==> config.mk <==
export PLATFORM = sky130hd
export DESIGN_NAME = spinet_host
export DESIGN_NICKNAME = d
export VERILOG_FILES = /design/src/rtl/spinet_host.sv
export SDC_FILE = /design/constraint.sdc
export NUM_CORES = 1
export LEC_CHECK = 0
export CORE_ASPECT_RATIO = 1.5
export CORE_UTILIZATION = 50
export DETAILED_ROUTE_END_ITERATION = 10
export PLACE_DENSITY = 0.69
export SYNTH_ARGS = -nofsm -noshare
export SYNTH_HDL_FRONTEND = slang
export SYNTH_SLANG_ARGS = --single-unit
export TNS_END_PERCENT = 5
==> constraint.sdc <==
create_clock -name wb_clk_i -period 3.6 [get_ports wb_clk_i]
set_input_delay 0.54 -clock wb_clk_i [delete_from_list [all_inputs] [get_ports wb_clk_i]]
set_output_delay 0.54 -clock wb_clk_i [all_outputs]
set_load 0.02 [all_outputs]
==> src/rtl/spinet_host.sv <==
// spinet_host: SPI host that exchanges fixed-width packets with one spinet node.
//   wb_clk_i/wb_rst_i      : single clock, asynchronous active-high reset
//   tx_data/valid/ready    : push side of the TX FIFO (tx_ready = not full)
//   rx_data/valid/ready    : pop side of the RX FIFO (rx_data = head, combinational)
//   echo_en                : return valid received packets to their sender
//   sck/mosi/ss            : SPI host outputs (ss active-low)
//   miso/txrdy/rxrdy       : node outputs, asynchronous, synchronised internally
//   busy/overflow          : transaction in progress / sticky dropped-packet flag
module spinet_host #(
    parameter int W     = 16,
    parameter int AW    = 3,
    parameter int DEPTH = 4,
    parameter int DIV   = 4
) (
    input  logic         wb_clk_i,
    input  logic         wb_rst_i,
    input  logic [W-1:0] tx_data,
    input  logic         tx_valid,
    output logic         tx_ready,
    output logic [W-1:0] rx_data,
    output logic         rx_valid,
    input  logic         rx_ready,
    input  logic         echo_en,
    output logic         sck,
    output logic         mosi,
    output logic         ss,
    input  logic         miso,
    input  logic         txrdy,
    input  logic         rxrdy,
    output logic         busy,
    output logic         overflow
);
    localparam int PW  = $clog2(DEPTH);
    localparam int CW  = PW + 1;
    localparam int DCW = $clog2(DIV);
    localparam int BCW = $clog2(W);
    localparam logic [CW-1:0]  FIFO_FULL = CW'(DEPTH);
    localparam logic [DCW-1:0] DIV_LAST  = DCW'(DIV - 1);
    localparam logic [BCW-1:0] BIT_LAST  = BCW'(W - 1);

    typedef enum logic [2:0] {IDLE, SETUP, SHIFT, HOLD, GAP} state_t;

    // Two-flop synchronisers for the node outputs
    logic [2:0] sync1_q, sync2_q;
    logic       miso_s, txrdy_s, rxrdy_s;

    always_ff @(posedge wb_clk_i or posedge wb_rst_i) begin
        if (wb_rst_i) begin
            sync1_q <= '0;
            sync2_q <= '0;
        end else begin
            sync1_q <= {miso, txrdy, rxrdy};
            sync2_q <= sync1_q;
        end
    end
    assign {miso_s, txrdy_s, rxrdy_s} = sync2_q;

    // FIFOs
    logic [W-1:0]  tx_mem_q [DEPTH];
    logic [W-1:0]  rx_mem_q [DEPTH];
    logic [PW-1:0] tx_wp_q, tx_wp_d, tx_rp_q, tx_rp_d;
    logic [PW-1:0] rx_wp_q, rx_wp_d, rx_rp_q, rx_rp_d;
    logic [CW-1:0] tx_cnt_q, tx_cnt_d, rx_cnt_q, rx_cnt_d;
    logic          tx_push, tx_pop, rx_push, rx_pop;

    // Transaction state
    state_t         state_q, state_d;
    logic [DCW-1:0] div_q, div_d;
    logic [BCW-1:0] bit_q, bit_d;
    logic           phase_q, phase_d;
    logic [W-1:0]   sh_q, sh_d;
    logic [W-1:0]   echo_q, echo_d;
    logic           echo_full_q, echo_full_d;
    logic           ovf_q, ovf_d;
    logic [W-1:0]   rx_word, echo_word;
    logic           div_last, start;

    assign tx_ready = (tx_cnt_q != FIFO_FULL);
    assign rx_valid = (rx_cnt_q != '0);
    assign rx_data  = rx_mem_q[rx_rp_q];
    assign tx_push  = tx_valid && tx_ready;
    assign rx_pop   = rx_valid && rx_ready;

    assign start = (rx_cnt_q != FIFO_FULL) &&
                   (echo_full_q || ((tx_cnt_q != '0) && txrdy_s) || rxrdy_s);

    always_comb begin
        tx_wp_d  = tx_wp_q + PW'(tx_push);
        tx_rp_d  = tx_rp_q + PW'(tx_pop);
        tx_cnt_d = tx_cnt_q + CW'(tx_push) - CW'(tx_pop);
        rx_wp_d  = rx_wp_q + PW'(rx_push);
        rx_rp_d  = rx_rp_q + PW'(rx_pop);
        rx_cnt_d = rx_cnt_q + CW'(rx_push) - CW'(rx_pop);
    end

    always_ff @(posedge wb_clk_i) begin
        if (tx_push) tx_mem_q[tx_wp_q] <= tx_data;
        if (rx_push) rx_mem_q[rx_wp_q] <= rx_word;
    end

    always_comb begin
        state_d     = state_q;
        div_d       = div_q;
        bit_d       = bit_q;
        phase_d     = phase_q;
        sh_d        = sh_q;
        echo_d      = echo_q;
        echo_full_d = echo_full_q;
        ovf_d       = ovf_q;
        tx_pop      = 1'b0;
        rx_push     = 1'b0;
        div_last    = (div_q == DIV_LAST);
        // Word as it stands after the current miso sample is shifted in
        rx_word     = {sh_q[W-2:0], miso_s};
        echo_word   = rx_word;
        echo_word[W-3 -: AW]    = rx_word[W-3-AW -: AW];
        echo_word[W-3-AW -: AW] = rx_word[W-3 -: AW];

        case (state_q)
            IDLE: begin
                if (start) begin
                    state_d = SETUP;
                    div_d   = '0;
                    bit_d   = '0;
                    phase_d = 1'b0;
                    if (echo_full_q) begin
                        sh_d        = echo_q;
                        echo_full_d = 1'b0;
                    end else if ((tx_cnt_q != '0) && txrdy_s) begin
                        sh_d   = tx_mem_q[tx_rp_q];
                        tx_pop = 1'b1;
                    end else begin
                        sh_d = '0;
                    end
                end
            end
            SETUP: begin
                div_d = div_q + 1'b1;
                if (div_last) begin
                    div_d   = '0;
                    state_d = SHIFT;
                end
            end
            SHIFT: begin
                div_d = div_q + 1'b1;
                if (div_last) begin
                    div_d   = '0;
                    phase_d = ~phase_q;
                    // End of the sck-high half: sample and move to next bit
                    if (phase_q) begin
                        sh_d  = rx_word;
                        bit_d = bit_q + 1'b1;
                        if (bit_q == BIT_LAST) begin
                            state_d = HOLD;
                            bit_d   = '0;
                            if (rx_word[W-1]) begin
                                if (echo_en) begin
                                    echo_d      = echo_word;
                                    echo_full_d = 1'b1;
                                end else if ((rx_cnt_q == FIFO_FULL) && !rx_pop) begin
                                    ovf_d = 1'b1;
                                end else begin
                                    rx_push = 1'b1;
                                end
                            end
                        end
                    end
                end
            end
            HOLD: begin
                div_d = div_q + 1'b1;
                if (div_last) begin
                    div_d   = '0;
                    state_d = GAP;
                end
            end
            GAP: begin
                div_d = div_q + 1'b1;
                if (div_last) begin
                    div_d   = '0;
                    state_d = IDLE;
                end
            end
            default: state_d = IDLE;
        endcase
    end

    always_ff @(posedge wb_clk_i or posedge wb_rst_i) begin
        if (wb_rst_i) begin
            state_q     <= IDLE;
            div_q       <= '0;
            bit_q       <= '0;
            phase_q     <= 1'b0;
            sh_q        <= '0;
            echo_q      <= '0;
            echo_full_q <= 1'b0;
            ovf_q       <= 1'b0;
            tx_wp_q     <= '0;
            tx_rp_q     <= '0;
            tx_cnt_q    <= '0;
            rx_wp_q     <= '0;
            rx_rp_q     <= '0;
            rx_cnt_q    <= '0;
        end else begin
            state_q     <= state_d;
            div_q       <= div_d;
            bit_q       <= bit_d;
            phase_q     <= phase_d;
            sh_q        <= sh_d;
            echo_q      <= echo_d;
            echo_full_q <= echo_full_d;
            ovf_q       <= ovf_d;
            tx_wp_q     <= tx_wp_d;
            tx_rp_q     <= tx_rp_d;
            tx_cnt_q    <= tx_cnt_d;
            rx_wp_q     <= rx_wp_d;
            rx_rp_q     <= rx_rp_d;
            rx_cnt_q    <= rx_cnt_d;
        end
    end

    // Outputs decode straight from state so reset reaches the pins asynchronously
    assign ss       = (state_q == IDLE) || (state_q == GAP);
    assign sck      = (state_q == SHIFT) && phase_q;
    assign mosi     = ((state_q == SETUP) || (state_q == SHIFT)) && sh_q[W-1];
    assign busy     = (state_q != IDLE);
    assign overflow = ovf_q;

endmodule

==> impl_metrics.csv, run 1 <==
group,metric,value,unit
die,chipWidth,103,um
detailed_routing,drt_wl_total,12400,um
global_routing,gr-usage-all-layers,17.7,%
clock_tree,cts_buffer_depth,2,
sta,setup-tns-final,0,ps
status,status,"finished clean",
logic_synthesis,seq_area_frac_synth,70.5,%
logic_synthesis,synthCells,416,
detailed_routing,wl_per_cell,18.2,um
die,dieArea,16000,sq um
sta,setup_viol,0,
logic_synthesis,synth_cell_type_count,49,
logic_synthesis,synth-edff-count,128,
power,power_density,751,nW/um^2
job,drv_cap,0,
die,ios,47,
sta,slew_headroom,24.0,%
clock_tree,cts_htree_levels,4,
die,die_y,154,um
sta,worstMarginPinSlew,1140,ps
detailed_routing,avgViaCountPerCell,5.56,
clock_tree,cts_setup_buffers,0,
global_routing,grt_pass1_wl,20600,um
detailed_routing,drcViolationCount,0,
worst_setup_path,cp_max_fo,5,
sta,clock_skew,8.91,ps
global_routing,grt_pass1_vias,4001,
finish,final_nets,506,
worst_setup_path,critical_path_class,"flop to flop",
sta,rsz0062_at_grt,"no",
worst_setup_path,cp.arrival,3350,ps
finish,regArea,5450,sq um
clock_tree,root_buffer,"clkbuf_16",
clock_tree,cts_tree,"yes",
sta,slew_viol_final,0,
power,power.leakage,0.00342,uW
clock_tree,clock_latency,430,ps
finish,area_growth,16.4,%
finish,antennaDiodeCount,0,
worst_setup_path,start_kind,"flop",
logic_synthesis,ys.warnings.count,0,
logic_synthesis,synth_area_leaders,"edfxtp_1 (50%), dfrtp_1 (21%), mux4_2 (9.3%), mux2_2 (3.2%), a221o_1 (2.1%)",
placed_design,dpl.hpwl,7980,um
logic_synthesis,synthesis.nets,452,
finish,fill_cells,1080,
die,start_util,51.2,%
logic_synthesis,ys_seq_elements,192,
finish,drive_above_1_share,25.1,%
clock_tree,cts_resized,0,
sta,finalHoldViolCount,0,
placed_design,gp_congestion,0.773,
global_routing,grt-ovfl-total,0,
die,row_count,55,
placed_design,io_buffers,46,
logic_synthesis,synth_area,7720,sq um
logic_synthesis,syn_area_per_cell,18.6,sq um
hold_path,hp-class,"flop to flop",
finish,multi_input_area,2120,sq um
global_routing,antenna_found_initial,0,
detailed_routing,ant_nets,0,
finish,mostFrequentLayoutCells,"edfxtp_1 (128), dfrtp_1 (64), clkdlybuf4s50_1 (46)",
logic_synthesis,async_reset_ff_share,33.3,%
logic_synthesis,synth_top_area_share,49.8,%
global_routing,grt_max_degree,55,
sta,fin_crit_sh,83.4,%
clock_tree,clk_pin_slew_worst_paths,70,ps
placed_design,placed_area,8420,sq um
power,vdd_ir_drop_max,0.000362,V
sta,fin_hold_ws,350,ps
sta,period_minus_slack,3000,ps
detailed_routing,vias,3792,
logic_synthesis,synth_flop_cell,"edfxtp_1",
clock_tree,hold_buffers,0,
worst_setup_path,required,3950,ps
die,core-area,15100,sq um
detailed_routing,drt_iter0_markers,175,
worst_setup_path,critPathCaptureType,"flop",
sta,max_freq,333,MHz
finish,final_common_cell,"edfxtp_1",
detailed_routing,firstDrtPassIters,4,
clock_tree,clock_sinks,192,
finish,finish.instance_area,8990,sq um
logic_synthesis,synth_largest_area_cell,"edfxtp_1",
clock_tree,cts_made_buffers,17,
## cell families after synthesis
| kind of cell | count (synthesis) | share of synthesized area, % |
|---|---|---|
| flops | 192 | 70.5 |
| mux | 65 | 14.6 |
| simple gates | 64 | 5.01 |
| buf+inv | 37 | 2.38 |
| compound gates | 36 | 4.23 |
| fa+ha+maj | 12 | 2.14 |
| xor+xnor | 10 | 1.13 |
## metal layers
metal	vias up	share of wire (%)	GRT usage (%)
li1	1751	-	-
met1	1961	40	21.3
met2	61	55	29.9
met3	19	2.5	3.71
met4	0	1.9	8.12
met5	-	0	0
## synth_stat cells, types with 2 or more instances
master,instances
clkbuf_1,10
and3_1,21
o31ai_1,2
nand2_1,8
o21ai_0,4
xnor2_1,5
nor2_1,5
nand3_1,7
or3_1,2
a21o_1,2
edfxtp_1,128
xor2_1,5
buf_4,2
nor3b_1,5
a221o_1,16
a21oi_1,3
fa_1,2
mux2_4,10
inv_1,13
dfrtp_1,64
mux4_2,32
buf_6,4
nor3_1,4
and2_1,2
mux2_2,22
buf_2,6
ha_1,10
## stage by stage
stage	worst slack, ps	utilization, %	total power [uW]	instances
after CTS	589	59.7	6840	682
after detailed placement	547	55.9	5050	650
after global placement	640	55.9	4970	650
after floorplan	425	-	4460	416
final	597	59.7	6750	682
after global routing	440	59.7	7120	682
## worst paths after layout
kind | cells past startpoint | slack (ps) | to | startpoint
worst max-delay path | 11 | 600 | rx_cnt_q[2] | bit_q[0]
worst min-delay path | 0 | 350 | sync2_q[1] | sync1_q[1]
worst max register to register | 11 | 600 | rx_cnt_q[2] | bit_q[0]
worst min register to register | 0 | 350 | sync2_q[1] | sync1_q[1]
max in group asynchronous | 3 | 2080 | sh_q[13] | wb_rst_i
min in group asynchronous | 2 | 710 | sync1_q[0] | wb_rst_i
## flip-flops by register name (all words and copies together) (netlist names)
signal / flops
tx_mem_q: 64
echo_full_q: 1
rx_mem_q: 64
tx_cnt_q: 3
rx_wp_q: 2
phase_q: 1
tx_rp_q: 2
echo_q: 16
rx_cnt_q: 3
div_q: 2
bit_q: 4
sh_q: 16
tx_wp_q: 2
rx_rp_q: 2
overflow: 1
sync2_q: 3
state_q: 3
sync1_q: 3
## critical path, cell delays in order, from the launching register on
cell	delay, ps
dfrtp_1	400
ha_1	210
and3_1	250
nand3_1	110
or4_1	670
ha_1	340
inv_1	70
ha_1	130
inv_1	40
fa_1	370
xnor2_1	180
xnor2_1	140
## where the power goes
part           switching (uW)  internal (uW)
combinational             855            995
sequential                349           2770
clock                     868            922
## layout make-up
class                      count  share of cell area (%)
sequential                   192                    60.6
clock buffer                  18                    4.77
timing repair buffer          58                    6.12
clock inverter                14                    1.57
tap                          199                    2.77
inverter                      14                   0.584
multi-input combinational    187                    23.6
Note: power is estimated with default switching activity, not from simulation.
==> run 2: changes to the inputs <==
--- a/config.mk
+++ b/config.mk
@@ -8,7 +8,7 @@
 export CORE_ASPECT_RATIO = 1.5
 export CORE_UTILIZATION = 50
 export DETAILED_ROUTE_END_ITERATION = 10
-export PLACE_DENSITY = 0.69
+export PLACE_DENSITY = 0.72
 export SYNTH_ARGS = -nofsm -noshare
 export SYNTH_HDL_FRONTEND = slang
 export SYNTH_SLANG_ARGS = --single-unit
==> constraint.sdc (replaced) <==
create_clock -name wb_clk_i -period 2.7 [get_ports wb_clk_i]
set_input_delay 0.405 -clock wb_clk_i [delete_from_list [all_inputs] [get_ports wb_clk_i]]
set_output_delay 0.405 -clock wb_clk_i [all_outputs]
set_load 0.02 [all_outputs]
==> impl_metrics.csv, run 2 (synthesized netlist as in run 1, its figures left out) <==
group,metric,value,unit
detailed_routing,wl_per_cell,18.1,um
placed_design,placed_area,8570,sq um
detailed_routing,firstDrtPassIters,5,
finish,area_growth,19.3,%
sta,period_minus_slack,2630,ps
worst_setup_path,cp.arrival,2940,ps
power,power.leakage,0.00353,uW
global_routing,gr-usage-all-layers,18.1,%
global_routing,grt-ovfl-total,0,
status,status,"finished clean",
detailed_routing,drcViolationCount,0,
sta,setup_viol,0,
clock_tree,cts_made_buffers,17,
sta,worstMarginPinSlew,725,ps
worst_setup_path,cpMaxStageDelayCell,"or4_4",
placed_design,dpl.hpwl,8090,um
sta,slew_viol_final,0,
sta,max_freq,380,MHz
detailed_routing,ant_nets,0,
clock_tree,cts_htree_levels,4,
hold_path,hp-class,"flop to flop",
sta,fin_ws,70.5,ps
clock_tree,cts_tree,"yes",
detailed_routing,top_layer,"met4",
worst_setup_path,crit_path_cell_trace,"ha_2 > and3_4 > nand3_1 > or4_4 > ha_1 > inv_1 > ha_1 > inv_1 > fa_2 > xnor2_2 > xnor2_1",
detailed_routing,wl_met2,6980,um
finish,antennaDiodeCount,0,
die,chipWidth,103,um
die,die_y,154,um
placed_design,io_buffers,46,
global_routing,grt_pass1_vias,4120,
placed_design,dp_cells,663,
worst_setup_path,required,3020,ps
die,start_util,51.2,%
clock_tree,cts_buffer_depth,2,
die,row_count,55,
worst_setup_path,cpPeakStageDelay,530,ps
finish,drive_above_1_share,28.7,%
sta,fin_hold_ws,354,ps
sta,setup-tns-final,0,ps
sta,rsz0062_at_grt,"yes",
finish,mostFrequentLayoutCells,"edfxtp_1 (128), dfrtp_1 (64), clkdlybuf4s50_1 (46)",
sta,clock_skew,8.71,ps
finish,final_nets,522,
worst_setup_path,critical-path-top-delay-family,"adder cells",
detailed_routing,vias,3904,
clock_tree,clock_latency,430,ps
finish,finish.instance_area,9210,sq um
detailed_routing,avgViaCountPerCell,5.59,
global_routing,grt_pass1_wl,21200,um
die,ios,47,
finish,final_cells,698,
detailed_routing,drt_iter0_markers,335,
worst_setup_path,start_kind,"flop",
job,drv_cap,0,
clock_tree,clock_sinks,192,
detailed_routing,drt_wl_total,12600,um
die,dieArea,16000,sq um
global_routing,antenna_found_initial,0,
placed_design,dpl_worst_slack,-2.37,ps
die,core-area,15100,sq um
clock_tree,hold_buffers,0,
worst_setup_path,critical_path_class,"flop to flop",
clock_tree,root_buffer,"clkbuf_16",
detailed_routing,wl_met1,5050,um
sta,fin_crit_sh,97.4,%
finish,final_common_cell,"edfxtp_1",
power,power_density,1010,nW/um^2
finish,reg_top3,"rx_mem_q x64, tx_mem_q x64",
worst_setup_path,cp_max_fo,3,
worst_setup_path,cp.buffers_inverters,2,
detailed_routing,met3WireLength,411,um
clock_tree,clk_pin_slew_worst_paths,70,ps
sta,slew_headroom,51.6,%
global_routing,grt_max_degree,65,
placed_design,gp_congestion,0.750,
sta,finalHoldViolCount,0,
power,vdd_ir_drop_max,0.000522,V
worst_setup_path,critPathCaptureType,"flop",
-- run 2: changes by cell type in the layout (fill, tap and decap cells not counted), sizes merged --
cell    previous run  this run
clkinv             2         3
bufinv             0         1
buf               12        28
inv               23        22
clkbuf            18        17
-- run 2: power breakdown --
part | switching, uW | total [uW] | internal [uW]
combinational | 1300 | 2750 | 1450
sequential | 333 | 4020 | 3690
clock | 1170 | 2490 | 1320
-- run 2: final timing paths --
path,from,to,slack [ps],depth (start not counted)
setup / recovery,bit_q[0],rx_cnt_q[2],70,11
hold / removal,sync1_q[2],sync2_q[2],350,0
setup reg to reg,bit_q[0],rx_cnt_q[2],70,11
hold reg to reg,sync1_q[2],sync2_q[2],350,0
max in group asynchronous,wb_rst_i,sync2_q[2],2060,3
min in group asynchronous,wb_rst_i,rx_cnt_q[2],360,3
-- run 2: what timing repair did --
action,CTS,global route
pin swaps,1,2
buffers inserted,2,1
gates resized for setup,1,5
setup endpoints to repair,1,2
-- run 2: per-stage QoR --
stage	total power (uW)	util, %
after detailed placement	6820	56.9
after CTS	9340	60.9
after global placement	6720	56.9
after global routing	9770	61.1
final	9260	61.1
after floorplan	5950	-
-- run 2: layout make-up --
cell class | instances | area (sq um)
Fill cell | 1061 | 5860
Multi-Input combinational cell | 187 | 2150
Inverter | 14 | 52.6
Tap cell | 199 | 249
Clock buffer | 17 | 425
Clock inverter | 15 | 171
Sequential cell | 192 | 5450
Timing Repair Buffer | 74 | 724
-- run 2: worst register-to-register path: stages, from the launching register on --
cell and delay [ps]:
dfrtp_1 370, ha_2 210, and3_4 190, nand3_1 90, or4_4 530, ha_1 280
inv_1 50, ha_1 130, inv_1 50, fa_2 350, xnor2_2 140, xnor2_1 120
-- run 2: routing by layer --
layer / vias up / global-route usage (%)
li1: 1786 / -
met1: 2025 / 21.8
met2: 79 / 31.1
met3: 14 / 4.56
met4: 0 / 6.71
met5: - / 0
==> run 3: changes to the inputs <==
--- a/config.mk
+++ b/config.mk
@@ -9,7 +9,7 @@
 export CORE_UTILIZATION = 50
 export DETAILED_ROUTE_END_ITERATION = 10
 export PLACE_DENSITY = 0.72
+export SLEW_MARGIN = 20
 export SYNTH_ARGS = -nofsm -noshare
 export SYNTH_HDL_FRONTEND = slang
 export SYNTH_SLANG_ARGS = --single-unit
-export TNS_END_PERCENT = 5
==> impl_metrics.csv, run 3 (synthesized netlist as in run 1, its figures left out) <==
group,metric,value,unit
worst_setup_path,cp.arrival,2920,ps
job,drv_cap,0,
global_routing,antenna_found_initial,0,
global_routing,gr-usage-all-layers,17.9,%
sta,fin_crit_sh,96.7,%
placed_design,dpl.hpwl,8290,um
die,ios,47,
clock_tree,clock_latency,430,ps
power,combPwrFrac,30.0,%
power,p_int,6330,uW
global_routing,grt_pass1_vias,4116,
sta,fin_ws,88.7,ps
detailed_routing,vias,3888,
status,status,"finished clean",
clock_tree,clock_sinks,192,
detailed_routing,wl_per_cell,18.3,um
placed_design,io_buffers,46,
worst_setup_path,rrSetupSlack,90,ps
finish,final_cells,697,
worst_setup_path,reg2reg_depth,11,
sta,finalHoldViolCount,0,
sta,rsz0062_at_grt,"yes",
placed_design,gp_congestion,0.744,
finish,final_common_cell,"edfxtp_1",
placed_design,dp_cells,663,
worst_setup_path,required,3010,ps
finish,final_nets,522,
finish,area_growth,18.7,%
sta,setup_viol,0,
power,p_sw_share,30.3,%
hold_path,hp-class,"primary input to async pin",
power,vdd_ir_drop_max,0.000537,V
sta,max_freq,383,MHz
sta,slew_viol_final,0,
power,power,9070,uW
worst_setup_path,critPathCaptureType,"flop",
detailed_routing,ant_nets,0,
finish,reg_top3,"rx_mem_q x64, tx_mem_q x64",
detailed_routing,drt_iter0_markers,263,
clock_tree,cts_htree_levels,4,
finish,final_util,60.8,%
placed_design,dpl_worst_slack,-18.1,ps
clock_tree,hold_buffers,0,
global_routing,grt-ovfl-total,0,
global_routing,grt_max_degree,65,
clock_tree,cts_made_buffers,17,
sta,clock_skew,10.4,ps
sta,period_minus_slack,2610,ps
finish,antennaDiodeCount,0,
power,p_switching,2740,uW
die,row_count,55,
clock_tree,cts_tree,"yes",
power,power_frac_seq,44.5,%
detailed_routing,firstDrtPassIters,4,
die,core-area,15100,sq um
sta,worstMarginPinSlew,636,ps
finish,drive_above_1_share,28.1,%
die,start_util,51.2,%
die,chipWidth,103,um
clock_tree,clk_pin_slew_worst_paths,70,ps
sta,slew_headroom,57.6,%
die,die_y,154,um
die,dieArea,16000,sq um
worst_setup_path,startpoint,"bit_q[1]",
power,power_frac_clock,25.5,%
worst_setup_path,cp_max_fo,3,
finish,mostFrequentLayoutCells,"edfxtp_1 (128), dfrtp_1 (64), clkdlybuf4s50_1 (46)",
worst_setup_path,start_kind,"flop",
power,power.leakage,0.00351,uW
clock_tree,root_buffer,"clkbuf_16",
clock_tree,cts_buffer_depth,2,
worst_setup_path,r2r_start,"bit_q[1]",
detailed_routing,drcViolationCount,0,
worst_setup_path,critical_path_class,"flop to flop",
power,power_density,989,nW/um^2
detailed_routing,drt_wl_total,12800,um
global_routing,grt_pass1_wl,20900,um
detailed_routing,avgViaCountPerCell,5.58,
run 3: changes by cell type in the layout (fill, tap and decap cells not counted):
cell	delta
nor4bb_1	-1
xnor2_1	+1
nor4bb_2	+1
inv_8	-2
clkinv_1	+1
xnor2_2	-1
nor3b_2	-1
nor3b_4	+1
buf_6	+1
bufinv_16	-1
buf_12	-1
clkinv_4	+2
clkinvlp_4	-2
clkbuf_1	+1
run 3: path summary, 6_finish.rpt:
path	end
max in group asynchronous	echo_q[3]
min in group wb_clk_i	sync2_q[2]
worst min-delay path	overflow
worst max register to register	rx_cnt_q[2]
worst min register to register	sync2_q[2]
worst max-delay path	rx_cnt_q[2]
run 3: routing by layer:
layer	wire length [um]	vias to the layer above	global-route usage (%)
met5	0	-	0
li1	-	1784	-
met4	277	0	7.98
met1	5070	2022	21.1
met3	278	18	3.43
met2	7150	64	31.2
run 3: worst max-delay path: stages (launching register included):
cell	delay, ps
dfrtp_1	370
ha_2	200
and3_4	190
nand3_1	90
or4_4	520
ha_1	280
inv_1	60
ha_1	140
inv_1	50
fa_2	330
xnor2_1	140
xnor2_1	120
run 3: cell type report:
cell class	count	area [sq um]
clock buffer	18	429
clock inverter	13	125
fill	1070	5900
inverter	14	52.6
multi-input combinational	187	2150
sequential	192	5450
tap	199	249
timing repair buffer	74	716
run 3: through the flow:
stage	hold slack (ps)	instance area, sq um	setup TNS, ps
CTS	351	9130	0
detailed placement	345	8560	-18.1
global route	368	9170	-71.2
global placement	333	8560	0
finish	349	9170	0
floorplan	331	7750	0
run 3: power by group through the flow:
stage          logic [uW]  registers [uW]  clock network (uW)
2_1_floorplan        2010            3950                   0
3_3_place_gp         2660            4040                   0
3_5_place_dp         2730            4090                   0
4_1_cts              2760            4030                2370
5_1_grt              2980            4090                2480
6_report             2720            4030                2310
run 3: repair_timing:
action	in CTS	in global routing
gates resized for setup	0	7
endpoints found under the setup margin	1	19
pin swaps	1	1
setup buffers	2	1
